===== src/rtl/uart_cmd_pkg.sv =====
// Shared types and constants for the UART command sequencer.
// Holds the FSM state encoding, error codes, default sync byte and the
// inter-byte timeout calculation used to size the timeout counter.
package uart_cmd_pkg;

    typedef enum logic [2:0] {
        ST_IDLE    = 3'd0,
        ST_OPCODE  = 3'd1,
        ST_LEN     = 3'd2,
        ST_PAYLOAD = 3'd3,
        ST_CHECK   = 3'd4,
        ST_HOLD    = 3'd5
    } state_t;

    localparam logic [1:0] ERR_FRAMING  = 2'b00;
    localparam logic [1:0] ERR_LENGTH   = 2'b01;
    localparam logic [1:0] ERR_CHECKSUM = 2'b10;
    localparam logic [1:0] ERR_TIMEOUT  = 2'b11;

    localparam logic [7:0] DEFAULT_SYNC_BYTE = 8'hA5;

    // One UART character is 10 bit times (start + 8 data + stop).
    function automatic int timeout_cycles(input int clk_freq, input int baud,
                                          input int chars);
        return chars * 10 * (clk_freq / baud);
    endfunction

endpackage


===== src/rtl/uart_cmd_timeout.sv =====
// Inter-byte timeout: loadable down-counter with clear, enable and expire.
// Latency: o_expire is combinational from the count; it asserts once TIMEOUT
// enabled cycles have elapsed since the last load. No backpressure.
// Ports: clk, rst (async, active high); i_clr forces the count to 0 and wins
// over i_load; i_load restarts the interval; i_en lets the counter run and
// qualifies o_expire.
module uart_cmd_timeout #(
    parameter int TIMEOUT = 125000
) (
    input  logic clk,
    input  logic rst,
    input  logic i_clr,
    input  logic i_load,
    input  logic i_en,
    output logic o_expire
);

    localparam int              CW       = $clog2(TIMEOUT + 1);
    // Loaded with TIMEOUT-1 so that expiry lands exactly TIMEOUT cycles after
    // the load edge when no further load occurs.
    localparam logic [CW-1:0]   LOAD_VAL = CW'(TIMEOUT - 1);

    logic [CW-1:0] r_cnt;

    always_ff @(posedge clk or posedge rst) begin
        if (rst) begin
            r_cnt <= '0;
        end else if (i_clr) begin
            r_cnt <= '0;
        end else if (i_load) begin
            r_cnt <= LOAD_VAL;
        end else if (i_en && (r_cnt != '0)) begin
            r_cnt <= r_cnt - CW'(1);
        end
    end

    assign o_expire = i_en && (r_cnt == '0);

endmodule


===== src/rtl/uart_cmd_sequencer.sv =====
// Turns the UART byte stream into checked commands (sync, opcode, len, payload[, xor]).
// Latency: cmd_valid one cycle after the final byte; err_pulse one cycle after the cause.
// Backpressure: command held until cmd_valid & cmd_ready; bytes arriving meanwhile are dropped and counted.
//
// Build option: define UART_CMD_CHECKSUM_EN to expect a trailing XOR byte
// (opcode ^ len ^ payload bytes) and enable the CHECK state / checksum error.
//
// Ports:
//   clk, rst                      clock, asynchronous active-high reset
//   rx_byte, rx_done, rx_valid    byte stream from the UART receiver
//   cmd_valid, cmd_ready          command handshake
//   cmd_opcode, cmd_len, cmd_payload  command contents, stable while cmd_valid
//   err_pulse, err_code           one-cycle error strobe, code held until next error
//   drop_cnt                      saturating count of bytes dropped while holding
//   busy                          high whenever not hunting for sync
module uart_cmd_sequencer
    import uart_cmd_pkg::*;
#(
    parameter int         CLK_FREQ      = 30_000_000,
    parameter int         BAUD          = 9600,
    parameter int         MAX_LEN       = 16,
    parameter logic [7:0] SYNC_BYTE     = DEFAULT_SYNC_BYTE,
    parameter int         TIMEOUT_CHARS = 4
) (
    input  logic                           clk,
    input  logic                           rst,
    input  logic [7:0]                     rx_byte,
    input  logic                           rx_done,
    input  logic                           rx_valid,
    output logic                           cmd_valid,
    input  logic                           cmd_ready,
    output logic [7:0]                     cmd_opcode,
    output logic [$clog2(MAX_LEN+1)-1:0]   cmd_len,
    output logic [8*MAX_LEN-1:0]           cmd_payload,
    output logic                           err_pulse,
    output logic [1:0]                     err_code,
    output logic [7:0]                     drop_cnt,
    output logic                           busy
);

    localparam int LW         = $clog2(MAX_LEN + 1);
    localparam int TMO_CYCLES = timeout_cycles(CLK_FREQ, BAUD, TIMEOUT_CHARS);

`ifdef UART_CMD_CHECKSUM_EN
    localparam state_t ST_FINAL = ST_CHECK;
`else
    localparam state_t ST_FINAL = ST_HOLD;
`endif

    state_t        r_state;
    state_t        w_state_nxt;

    logic [7:0]    r_opcode;
    logic [LW-1:0] r_len;
    logic [LW-1:0] r_idx;
    logic [7:0]    r_buf [MAX_LEN];
`ifdef UART_CMD_CHECKSUM_EN
    logic [7:0]    r_xor;
`endif
    logic          r_err_pulse;
    logic [1:0]    r_err_code;
    logic [7:0]    r_drop_cnt;

    logic          w_idle_like;
    logic          w_cur_active;
    logic          w_next_active;
    logic          w_tmo_expire;
    logic          w_start;
    logic          w_abort;
    logic          w_clear;
    logic          w_op_we;
    logic          w_len_we;
    logic          w_pl_we;
    logic          w_drop;
    logic          w_err_fire;
    logic [1:0]    w_err_code;

    // The handshake cycle in HOLD behaves exactly like IDLE so a sync byte
    // arriving together with cmd_ready is not lost.
    assign w_idle_like   = (r_state == ST_IDLE) || ((r_state == ST_HOLD) && cmd_ready);
    assign w_cur_active  = r_state inside {ST_OPCODE, ST_LEN, ST_PAYLOAD, ST_CHECK};
    assign w_next_active = w_state_nxt inside {ST_OPCODE, ST_LEN, ST_PAYLOAD, ST_CHECK};
    assign w_clear       = w_start || w_abort;

    // ---------------------------------------------------------------- FSM
    always_ff @(posedge clk or posedge rst) begin
        if (rst) begin
            r_state <= ST_IDLE;
        end else begin
            r_state <= w_state_nxt;
        end
    end

    always_comb begin
        w_state_nxt = r_state;
        w_start     = 1'b0;
        w_abort     = 1'b0;
        w_op_we     = 1'b0;
        w_len_we    = 1'b0;
        w_pl_we     = 1'b0;
        w_drop      = 1'b0;
        w_err_fire  = 1'b0;
        w_err_code  = ERR_FRAMING;

        if (w_idle_like) begin
            w_state_nxt = ST_IDLE;
            if (rx_done) begin
                if (!rx_valid) begin
                    w_err_fire = 1'b1;
                    w_err_code = ERR_FRAMING;
                    w_abort    = 1'b1;
                end else if (rx_byte == SYNC_BYTE) begin
                    w_start     = 1'b1;
                    w_state_nxt = ST_OPCODE;
                end
            end
        end else if (r_state == ST_HOLD) begin
            // Command not yet taken: anything received is discarded.
            w_drop = rx_done;
        end else if (rx_done) begin
            // A received byte always beats a simultaneous timeout.
            if (!rx_valid) begin
                w_err_fire  = 1'b1;
                w_err_code  = ERR_FRAMING;
                w_abort     = 1'b1;
                w_state_nxt = ST_IDLE;
            end else begin
                case (r_state)
                    ST_OPCODE: begin
                        w_op_we     = 1'b1;
                        w_state_nxt = ST_LEN;
                    end
                    ST_LEN: begin
                        if (rx_byte > 8'(MAX_LEN)) begin
                            w_err_fire  = 1'b1;
                            w_err_code  = ERR_LENGTH;
                            w_abort     = 1'b1;
                            w_state_nxt = ST_IDLE;
                        end else begin
                            w_len_we    = 1'b1;
                            w_state_nxt = (rx_byte == 8'd0) ? ST_FINAL : ST_PAYLOAD;
                        end
                    end
                    ST_PAYLOAD: begin
                        w_pl_we = 1'b1;
                        if ((r_idx + LW'(1)) == r_len) begin
                            w_state_nxt = ST_FINAL;
                        end
                    end
`ifdef UART_CMD_CHECKSUM_EN
                    ST_CHECK: begin
                        if (rx_byte == r_xor) begin
                            w_state_nxt = ST_HOLD;
                        end else begin
                            w_err_fire  = 1'b1;
                            w_err_code  = ERR_CHECKSUM;
                            w_abort     = 1'b1;
                            w_state_nxt = ST_IDLE;
                        end
                    end
`endif
                    default: begin
                        w_abort     = 1'b1;
                        w_state_nxt = ST_IDLE;
                    end
                endcase
            end
        end else if (w_tmo_expire) begin
            w_err_fire  = 1'b1;
            w_err_code  = ERR_TIMEOUT;
            w_abort     = 1'b1;
            w_state_nxt = ST_IDLE;
        end
    end

    // ------------------------------------------------------- timeout counter
    // Held at zero whenever the next state is not a collecting state, and
    // restarted on every byte that keeps the frame alive.
    uart_cmd_timeout #(
        .TIMEOUT (TMO_CYCLES)
    ) u_timeout (
        .clk      (clk),
        .rst      (rst),
        .i_clr    (!w_next_active),
        .i_load   (rx_done),
        .i_en     (w_cur_active),
        .o_expire (w_tmo_expire)
    );

    // ------------------------------------------------------------- datapath
    always_ff @(posedge clk or posedge rst) begin
        if (rst) begin
            r_opcode    <= '0;
            r_len       <= '0;
            r_idx       <= '0;
            for (int i = 0; i < MAX_LEN; i++) begin
                r_buf[i] <= '0;
            end
`ifdef UART_CMD_CHECKSUM_EN
            r_xor       <= '0;
`endif
            r_err_pulse <= 1'b0;
            r_err_code  <= ERR_FRAMING;
            r_drop_cnt  <= '0;
        end else begin
            // Clearing on a new sync as well as on abort keeps unused payload
            // bytes at zero for every command.
            if (w_clear) begin
                r_opcode <= '0;
                r_len    <= '0;
                r_idx    <= '0;
                for (int i = 0; i < MAX_LEN; i++) begin
                    r_buf[i] <= '0;
                end
`ifdef UART_CMD_CHECKSUM_EN
                r_xor    <= '0;
`endif
            end else begin
                if (w_op_we) begin
                    r_opcode <= rx_byte;
                end
                if (w_len_we) begin
                    r_len <= rx_byte[LW-1:0];
                end
                if (w_pl_we) begin
                    r_idx <= r_idx + LW'(1);
                end
                for (int i = 0; i < MAX_LEN; i++) begin
                    if (w_pl_we && (r_idx == LW'(i))) begin
                        r_buf[i] <= rx_byte;
                    end
                end
`ifdef UART_CMD_CHECKSUM_EN
                if (w_op_we || w_len_we || w_pl_we) begin
                    r_xor <= r_xor ^ rx_byte;
                end
`endif
            end

            r_err_pulse <= w_err_fire;
            if (w_err_fire) begin
                r_err_code <= w_err_code;
            end

            if (w_drop && (r_drop_cnt != 8'hFF)) begin
                r_drop_cnt <= r_drop_cnt + 8'd1;
            end
        end
    end

    // -------------------------------------------------------------- outputs
    always_comb begin
        cmd_payload = '0;
        for (int i = 0; i < MAX_LEN; i++) begin
            cmd_payload[8*i +: 8] = r_buf[i];
        end
    end

    assign cmd_valid  = (r_state == ST_HOLD);
    assign busy       = (r_state != ST_IDLE);
    assign cmd_opcode = r_opcode;
    assign cmd_len    = r_len;
    assign err_pulse  = r_err_pulse;
    assign err_code   = r_err_code;
    assign drop_cnt   = r_drop_cnt;

endmodule

===== config.mk =====
export PLATFORM = sky130hd
export DESIGN_NAME = uart_cmd_sequencer
export DESIGN_NICKNAME = d
export VERILOG_FILES = /design/src/rtl/uart_cmd_pkg.sv /design/src/rtl/uart_cmd_timeout.sv /design/src/rtl/uart_cmd_sequencer.sv
export SDC_FILE = /design/constraint.sdc
export NUM_CORES = 1
export LEC_CHECK = 0
export ABC_AREA = 1
export BUFFER_PORTS_ARGS = -buffer_cell sky130_fd_sc_hd__buf_2
export CORE_ASPECT_RATIO = 0.7
export CORE_MARGIN = 2
export CORE_UTILIZATION = 50
export CTS_BUF_LIST = sky130_fd_sc_hd__clkbuf_4 sky130_fd_sc_hd__clkbuf_8
export CTS_CLUSTER_SIZE = 14
export DETAILED_ROUTE_END_ITERATION = 16
export PLACE_DENSITY = 0.74
export SLEW_MARGIN = 20
export SYNTH_ARGS = -nofsm -noshare
export SYNTH_HDL_FRONTEND = slang
export SYNTH_SLANG_ARGS = --single-unit

===== constraint.sdc =====
create_clock -name clk -period 7.7 [get_ports clk]
set_clock_uncertainty 0.05 [all_clocks]
set_input_delay 1.155 -clock clk [delete_from_list [all_inputs] [get_ports clk]]
set_output_delay 1.155 -clock clk [all_outputs]
set_load 0.02 [all_outputs]

==> flow_metrics.env, run 1 <==
export IMPL_synthMostInstantiatedCell="nand2_1"
export IMPL_utilization_of_the_core_after_routing_pct=59.73
export IMPL_ys_ff_latch=177
export IMPL_die_area_um2=17050
export IMPL_power_net_switching_uw=482.2
export IMPL_syn_instance_count=954
export IMPL_placedCellCount=1305
export IMPL_area_growth_pct=16.42
export IMPL_cellInternalPower_uw=1274
export IMPL_finalWirelength_um=20290
export IMPL_report_final_slew_viol_count=0
export IMPL_critPathArrivalTime_ns=3.46
export IMPL_cts_root_buf="clkbuf_8"
export IMPL_tritoncts="done"
export IMPL_max_freq_mhz=321.5
export IMPL_diodes_inserted=0
export IMPL_adder_cell_share_of_the_synthesized_area_pct=1.095
export IMPL_grt_start_max_net_pins=107
export IMPL_synthTopCellsByArea="dfrtp_1, nand2_1, nor2_1"
export IMPL_share_comb_of_total_power_pct=10.7
export IMPL_netlist_top_cells_count="nand2_1, dfrtp_1, nor2_1"
export IMPL_routed_via_density=5.034
export IMPL_drv_cap=0
export IMPL_total_negative_slack_for_setup_checks_ns=0
export IMPL_yosys_warnings=0
export IMPL_chipWidth_um=155.2
export IMPL_vdd_ir_drop_worst_v=0.0001053
export IMPL_route_antenna_remaining_nets=0
export IMPL_maxSlewHeadroom_pct=35.02
export IMPL_drive_gt1_share_pct=23.08
export IMPL_run_status="complete, no violations"
export IMPL_grt_remaining_overflow=0
export IMPL_seq_area_frac_synth_pct=55.36
export IMPL_compound_gate_portion_of_the_synthesized_area_pct=1.079
export IMPL_setup_viol_count_final=0
export IMPL_synth_mux_area_fraction_pct=0.1407
export IMPL_clock_tree_buffer_depth=2
export IMPL_cts_reportedPaths_clkPinSlew_ns=0.10
export IMPL_worst_slew_pin_transition_ns=0.9747
export IMPL_detailedRoute_firstIterationViolations=524
export IMPL_dominant_combinational_cell_family_by_area_after_synthesis="simple AND/OR/NAND/NOR gates"
export IMPL_final_area_um2=9315
export IMPL_dp_final_hpwl_um=13720
export IMPL_ys_async_sr_fraction_pct=100.0
export IMPL_synth_edf_count=0
export IMPL_cts_resized=0
export IMPL_syn_area_um2=8001
export IMPL_swShare_pct=27.45
export IMPL_cts_made_buffers=17
export IMPL_timing_critical_path_fanout_max=31
export IMPL_synth_nets=974
export IMPL_worst_skew_pair_late_latency_ns=0.46
export IMPL_synth_distinct_cells=37
export IMPL_path_class="primary input to register"
export IMPL_core_region_area_um2=15600
export IMPL_min_period_over_period_pct=40.39
export IMPL_tritoncts_num_sinks=177
export IMPL_number_of_global_route_vias_before_repair=6024
export IMPL_powerDensity_nw_per_um2=188.6
export IMPL_num_nets_final=1144
export IMPL_final_min_clock_period_ns=3.110
export IMPL_postCtsSetupRepairBufs=0
export IMPL_grt_pass1_wl_um=32430
export IMPL_num_io_pins=167
export IMPL_port_buffers=166
export IMPL_gp_congestion=0.8633
export IMPL_p_clk_share_pct=35.4
export IMPL_synth_main_ff_cell="dfrtp_1"
export IMPL_route_detailed_wl_per_inst_um=15.20
export IMPL_synth_simple_area_share_pct=36.39
export IMPL_antenna_found_initial=0
export IMPL_ctsHtreeMaxLevel=4
export IMPL_dpl_instance_area_um2=8941
export IMPL_power_leakage_uw=0.005654
export IMPL_start_util_pct=51.31
export IMPL_cp_start_kind="primary input"
export IMPL_via_count=6721
export IMPL_hold_viol=0
export IMPL_drc=0
export IMPL_dr_pass1_iters=6
export IMPL_postSynthAreaPerCell_um2=8.387
export IMPL_netlist_area_leader_share_pct=55.36
export IMPL_worst_ep_required_time_ns=8.05
export IMPL_setup_worst_path_end_class="register"
export IMPL_post_synth_xor_area_fraction_pct=1.423
export IMPL_seq_power_share_pct=53.9
export IMPL_num_rows=38
export IMPL_grt_util_all_layers_pct=24.83
export IMPL_timing_hold_worst_class="register to register"
export IMPL_fin_worst_hold_slack_ns=0.4216
export IMPL_synth_top_area_cell="dfrtp_1"
export IMPL_postCtsHoldBufs=0
export IMPL_die_h_um=109.8
export IMPL_final_standard_cell_count_with_taps_included_and_fillers_excluded=1335
export IMPL_unrepaired_setup_endpoints_after_global_routing="no"
==> registers in the layout (all words and copies together), names as in the netlist <==
| name | cells |
|---|---|
| r_idx | 5 |
| err_pulse | 1 |
| err_code | 2 |
| u_timeout.r_cnt | 17 |
| cmd_payload | 128 |
| cmd_opcode | 8 |
| cmd_len | 5 |
| r_state | 3 |
| drop_cnt | 8 |
==> metal layers <==
metal	global-route usage (%)	wire length [um]	share of wire (%)	vias to the layer above
met1	37.81	10210	50	3172
met2	35.84	8335	41	255
met5	0	0	0	-
met4	7.208	223	1.1	0
li1	-	-	-	3273
met3	5.282	1523	7.5	21
==> layout by cell type, fill, tap and decap left out, types with 2 or more instances in the layout <==
cell type,count
clkbuf_8,20
nand3_1,48
inv_6,4
nand3_2,2
ha_1,7
nor2_1,66
nand3b_1,2
clkinvlp_4,2
nor3_1,6
xnor2_1,5
nor3_2,3
clkbuf_4,3
nor2_2,29
or2_2,6
a21oi_1,3
buf_2,166
nor2_4,6
nand2_1,487
inv_2,3
nand4_1,5
xor2_1,8
dfrtp_1,177
a21oi_2,2
o21ai_0,5
nor2_8,7
inv_1,49
==> worst max-delay path, stage by stage <==
cell and delay, ns:
buf_2 0.12, inv_1 0.16, nand2_1 0.08, o21ai_1 0.22, or2_1 0.20, a21oi_2 0.07
a21oi_2 0.19, nand2_4 0.46, nor2_4 0.57, nand2_1 0.12, nand2_1 0.10
==> cell type report <==
class / instances / area (um^2)
Clock buffer: 23 / 297.8
Clock inverter: 7 / 76.32
Fill cell: 1403 / 6280
Inverter: 54 / 212.7
Multi-Input combinational cell: 707 / 3211
Sequential cell: 177 / 4429
Tap cell: 200 / 250.2
Timing Repair Buffer: 167 / 838.3
==> power by group through the flow <==
| stage | registers, uW | logic (uW) | clock network, uW |
|---|---|---|---|
| finish | 946 | 188 | 623 |
| floorplan | 966 | 144 | 0 |
| global route | 948 | 209 | 672 |
| global placement | 965 | 186 | 0 |
| CTS | 946 | 188 | 632 |
| detailed placement | 965 | 188 | 0 |
==> stage by stage <==
stage / setup WS, ns / total power (uW)
detailed placement: 4.087 / 1153
global route: 4.351 / 1830
finish: 4.590 / 1757
global placement: 4.190 / 1150
CTS: 4.578 / 1767
floorplan: 1.693 / 1110
==> cell families (layout without fill, tap and decap cells) <==
kind of cell,count (synthesis),in the layout
AND/OR/NAND/NOR,672,672
multiplexers,1,1
flip-flops,177,177
AO/OA/AOI/OAI,14,14
XOR/XNOR,13,13
adder cells (fa/ha/maj),7,7
buffers and inverters,70,251
==> path summary, 6_finish.rpt <==
check | from | endpoint | slack [ns] | cells after the start
max | rx_byte[6] | cmd_opcode[7] | 4.59 | 11
min | cmd_payload[17] | cmd_payload[17] | 0.42 | 2
max reg2reg | u_timeout.r_cnt[0] | cmd_payload[63] | 4.82 | 11
min reg2reg | cmd_payload[17] | cmd_payload[17] | 0.42 | 2
max in group asynchronous | rst | cmd_payload[58] | 5.20 | 3
min in group asynchronous | rst | cmd_payload[33] | 0.86 | 2
Note: power is estimated with default switching activity, not from simulation.
==> inputs of run 2 (changes only) <==
==> constraint.sdc (replaced) <==
create_clock -name clk -period 3.01 [get_ports clk]
set_clock_uncertainty 0.05 [all_clocks]
set_input_delay 0.4515 -clock clk [delete_from_list [all_inputs] [get_ports clk]]
set_output_delay 0.4515 -clock clk [all_outputs]
set_load 0.02 [all_outputs]
==> run 2 against run 1 <==
Net effect:
- register-to-register slack lost 4.4 ns
- first-iteration DRC count shrank 2.5%
- critical path depth grew 7
- worst setup slack lost 4.2 ns
- total power grew to 2.6 times the previous value
- combinational power grew to 2.7 times the previous value
- sequential share of layout area shrank 0.79 points
- design area grew 1.7%
- flip-flop and latch count is the same
- critical endpoint is now u_timeout.r_cnt[15]
- largest power group unchanged
==> flow_metrics.env, run 2 (synthesized netlist as in run 1, its figures left out) <==
export IMPL_run_status="complete, no violations"
export IMPL_route_detailed_wl_per_inst_um=15.32
export IMPL_timing_critical_path_fanout_max=17
export IMPL_via_count=6774
export IMPL_timing_hold_worst_class="primary input to asynchronous set/reset pin"
export IMPL_grt_start_max_net_pins=38
export IMPL_drive_gt1_share_pct=24.02
export IMPL_powerDensity_nw_per_um2=480.4
export IMPL_core_region_area_um2=15600
export IMPL_hold_viol=0
export IMPL_path_class="register to register"
export IMPL_tritoncts="done"
export IMPL_finalWirelength_um=20670
export IMPL_die_h_um=109.8
export IMPL_final_area_um2=9473
export IMPL_seq_power_share_pct=53.2
export IMPL_grt_pass1_wl_um=33100
export IMPL_report_final_slew_viol_count=0
export IMPL_cts_root_buf="clkbuf_8"
export IMPL_die_area_um2=17050
export IMPL_setup_viol_count_final=0
export IMPL_dp_final_hpwl_um=14410
export IMPL_cts_resized=0
export IMPL_drv_cap=0
export IMPL_start_util_pct=51.31
export IMPL_chipWidth_um=155.2
export IMPL_clock_tree_buffer_depth=2
export IMPL_worst_ep_required_time_ns=3.31
export IMPL_cellInternalPower_uw=3262
export IMPL_critPathArrivalTime_ns=2.87
export IMPL_layout_common_cells="nand2_1, dfrtp_1, buf_2"
export IMPL_num_io_pins=167
export IMPL_worst_skew_pair_late_latency_ns=0.47
export IMPL_route_antenna_remaining_nets=0
export IMPL_routed_via_density=5.021
export IMPL_setup_worst_path_end_class="register"
export IMPL_vdd_ir_drop_worst_v=0.0002531
export IMPL_cts_made_buffers=17
export IMPL_power_leakage_uw=0.005741
export IMPL_min_period_over_period_pct=85.55
export IMPL_area_growth_pct=18.39
export IMPL_detailedRoute_firstIterationViolations=511
export IMPL_port_buffers=166
export IMPL_dpl_instance_area_um2=9092
export IMPL_gp_congestion=0.8438
export IMPL_final_min_clock_period_ns=2.575
export IMPL_grt_remaining_overflow=0
export IMPL_largest_reg_flops=128
export IMPL_unrepaired_setup_endpoints_after_global_routing="no"
export IMPL_swShare_pct=28.31
export IMPL_fillers=1384
export IMPL_num_nets_final=1156
export IMPL_postCtsSetupRepairBufs=0
export IMPL_total_negative_slack_for_setup_checks_ns=0
export IMPL_drc=0
export IMPL_ctsHtreeMaxLevel=4
export IMPL_power_net_switching_uw=1288
export IMPL_num_rows=38
export IMPL_postCtsHoldBufs=0
export IMPL_grt_util_all_layers_pct=25.39
export IMPL_worst_slew_pin_transition_ns=0.9370
export IMPL_antenna_found_initial=0
export IMPL_number_of_global_route_vias_before_repair=6231
export IMPL_cts_reportedPaths_clkPinSlew_ns=0.09
export IMPL_dr_pass1_iters=5
export IMPL_most_common_cell_after_layout_fill_and_taps_aside="nand2_1"
export IMPL_share_comb_of_total_power_pct=11.3
export IMPL_max_freq_mhz=388.4
export IMPL_maxSlewHeadroom_pct=37.40
export IMPL_diodes_inserted=0
export IMPL_tritoncts_num_sinks=177
export IMPL_cp_start_kind="register"
export IMPL_p_clk_share_pct=35.5
[run 2: cell types whose count changed in the layout (fill, tap and decap cells not counted)]
cell      change
inv_8         +1
clkbuf_8      -1
buf_12        +5
buf_4         +7
inv_6         -1
clkinv_2      +3
clkinv_4      +1
clkbuf_4      -1
[run 2: routing by layer]
metal  vias up  track usage [%]  share of wire, %
met4         0            6.488               1.2
met2       279            37.46                42
met1      3177            38.12                49
li1       3292                -                 -
met5         -                0                 0
met3        26            5.715               7.8
[run 2: final cells by class]
class | count | area (um^2) | area share, %
clock buffer | 21 | 276.5 | 2.919
clock inverter | 11 | 103.9 | 1.096
inverter | 54 | 211.5 | 2.232
multi-input combinational | 707 | 3211 | 33.89
sequential | 177 | 4429 | 46.76
tap | 200 | 250.2 | 2.642
timing repair buffer | 179 | 991.0 | 10.46
[run 2: worst paths after layout]
check | from | to | slack [ns] | cells past startpoint
min in group clk | rx_byte[5] | cmd_payload[125] | 0.20 | 3
hold / removal | rst | cmd_payload[70] | 0.12 | 2
hold reg to reg | cmd_payload[37] | cmd_payload[37] | 0.42 | 2
setup reg to reg | r_idx[0] | u_timeout.r_cnt[15] | 0.44 | 18
max in group asynchronous | rst | cmd_payload[8] | 2.06 | 3
setup / recovery | r_idx[0] | u_timeout.r_cnt[15] | 0.44 | 18
[run 2: through the flow]
step                      setup WS, ns  util (%)  power [uW]  hold slack [ns]  cells
final                           0.4351     60.74        4551           0.1201   1349
after global routing            0.1461     60.74        4734           0.1687   1349
after CTS                       0.4595     60.74        4570           0.1365   1349
after detailed placement        0.4727     58.30        2981           0.4040   1317
after global placement          0.5260     58.30        2975           0.4001   1317
after floorplan                 0.2419         -        2841           0.4682    954
[run 2: power by group through the flow]
stage | Combinational, uW | Clock, uW | Sequential (uW)
4_1_cts | 514 | 1630 | 2420
5_1_grt | 567 | 1740 | 2430
3_3_place_gp | 506 | 0 | 2470
6_report | 512 | 1620 | 2420
3_5_place_dp | 512 | 0 | 2470
2_1_floorplan | 369 | 0 | 2470
[run 2: critical path: stages, from the launching register on]
cell     delay (ns)
dfrtp_1        0.46
ha_1           0.25
nand2_1        0.11
nor2_1         0.05
ha_1           0.30
nand2_1        0.07
inv_1          0.04
nor2_1         0.07
nand3_1        0.07
nor2_1         0.12
nand2_1        0.07
nand2_1        0.05
nand2_1        0.05
nand2_1        0.05
nand2_1        0.04
nand2_1        0.10
nand3_1        0.09
nand2_2        0.31
nor2_1         0.08
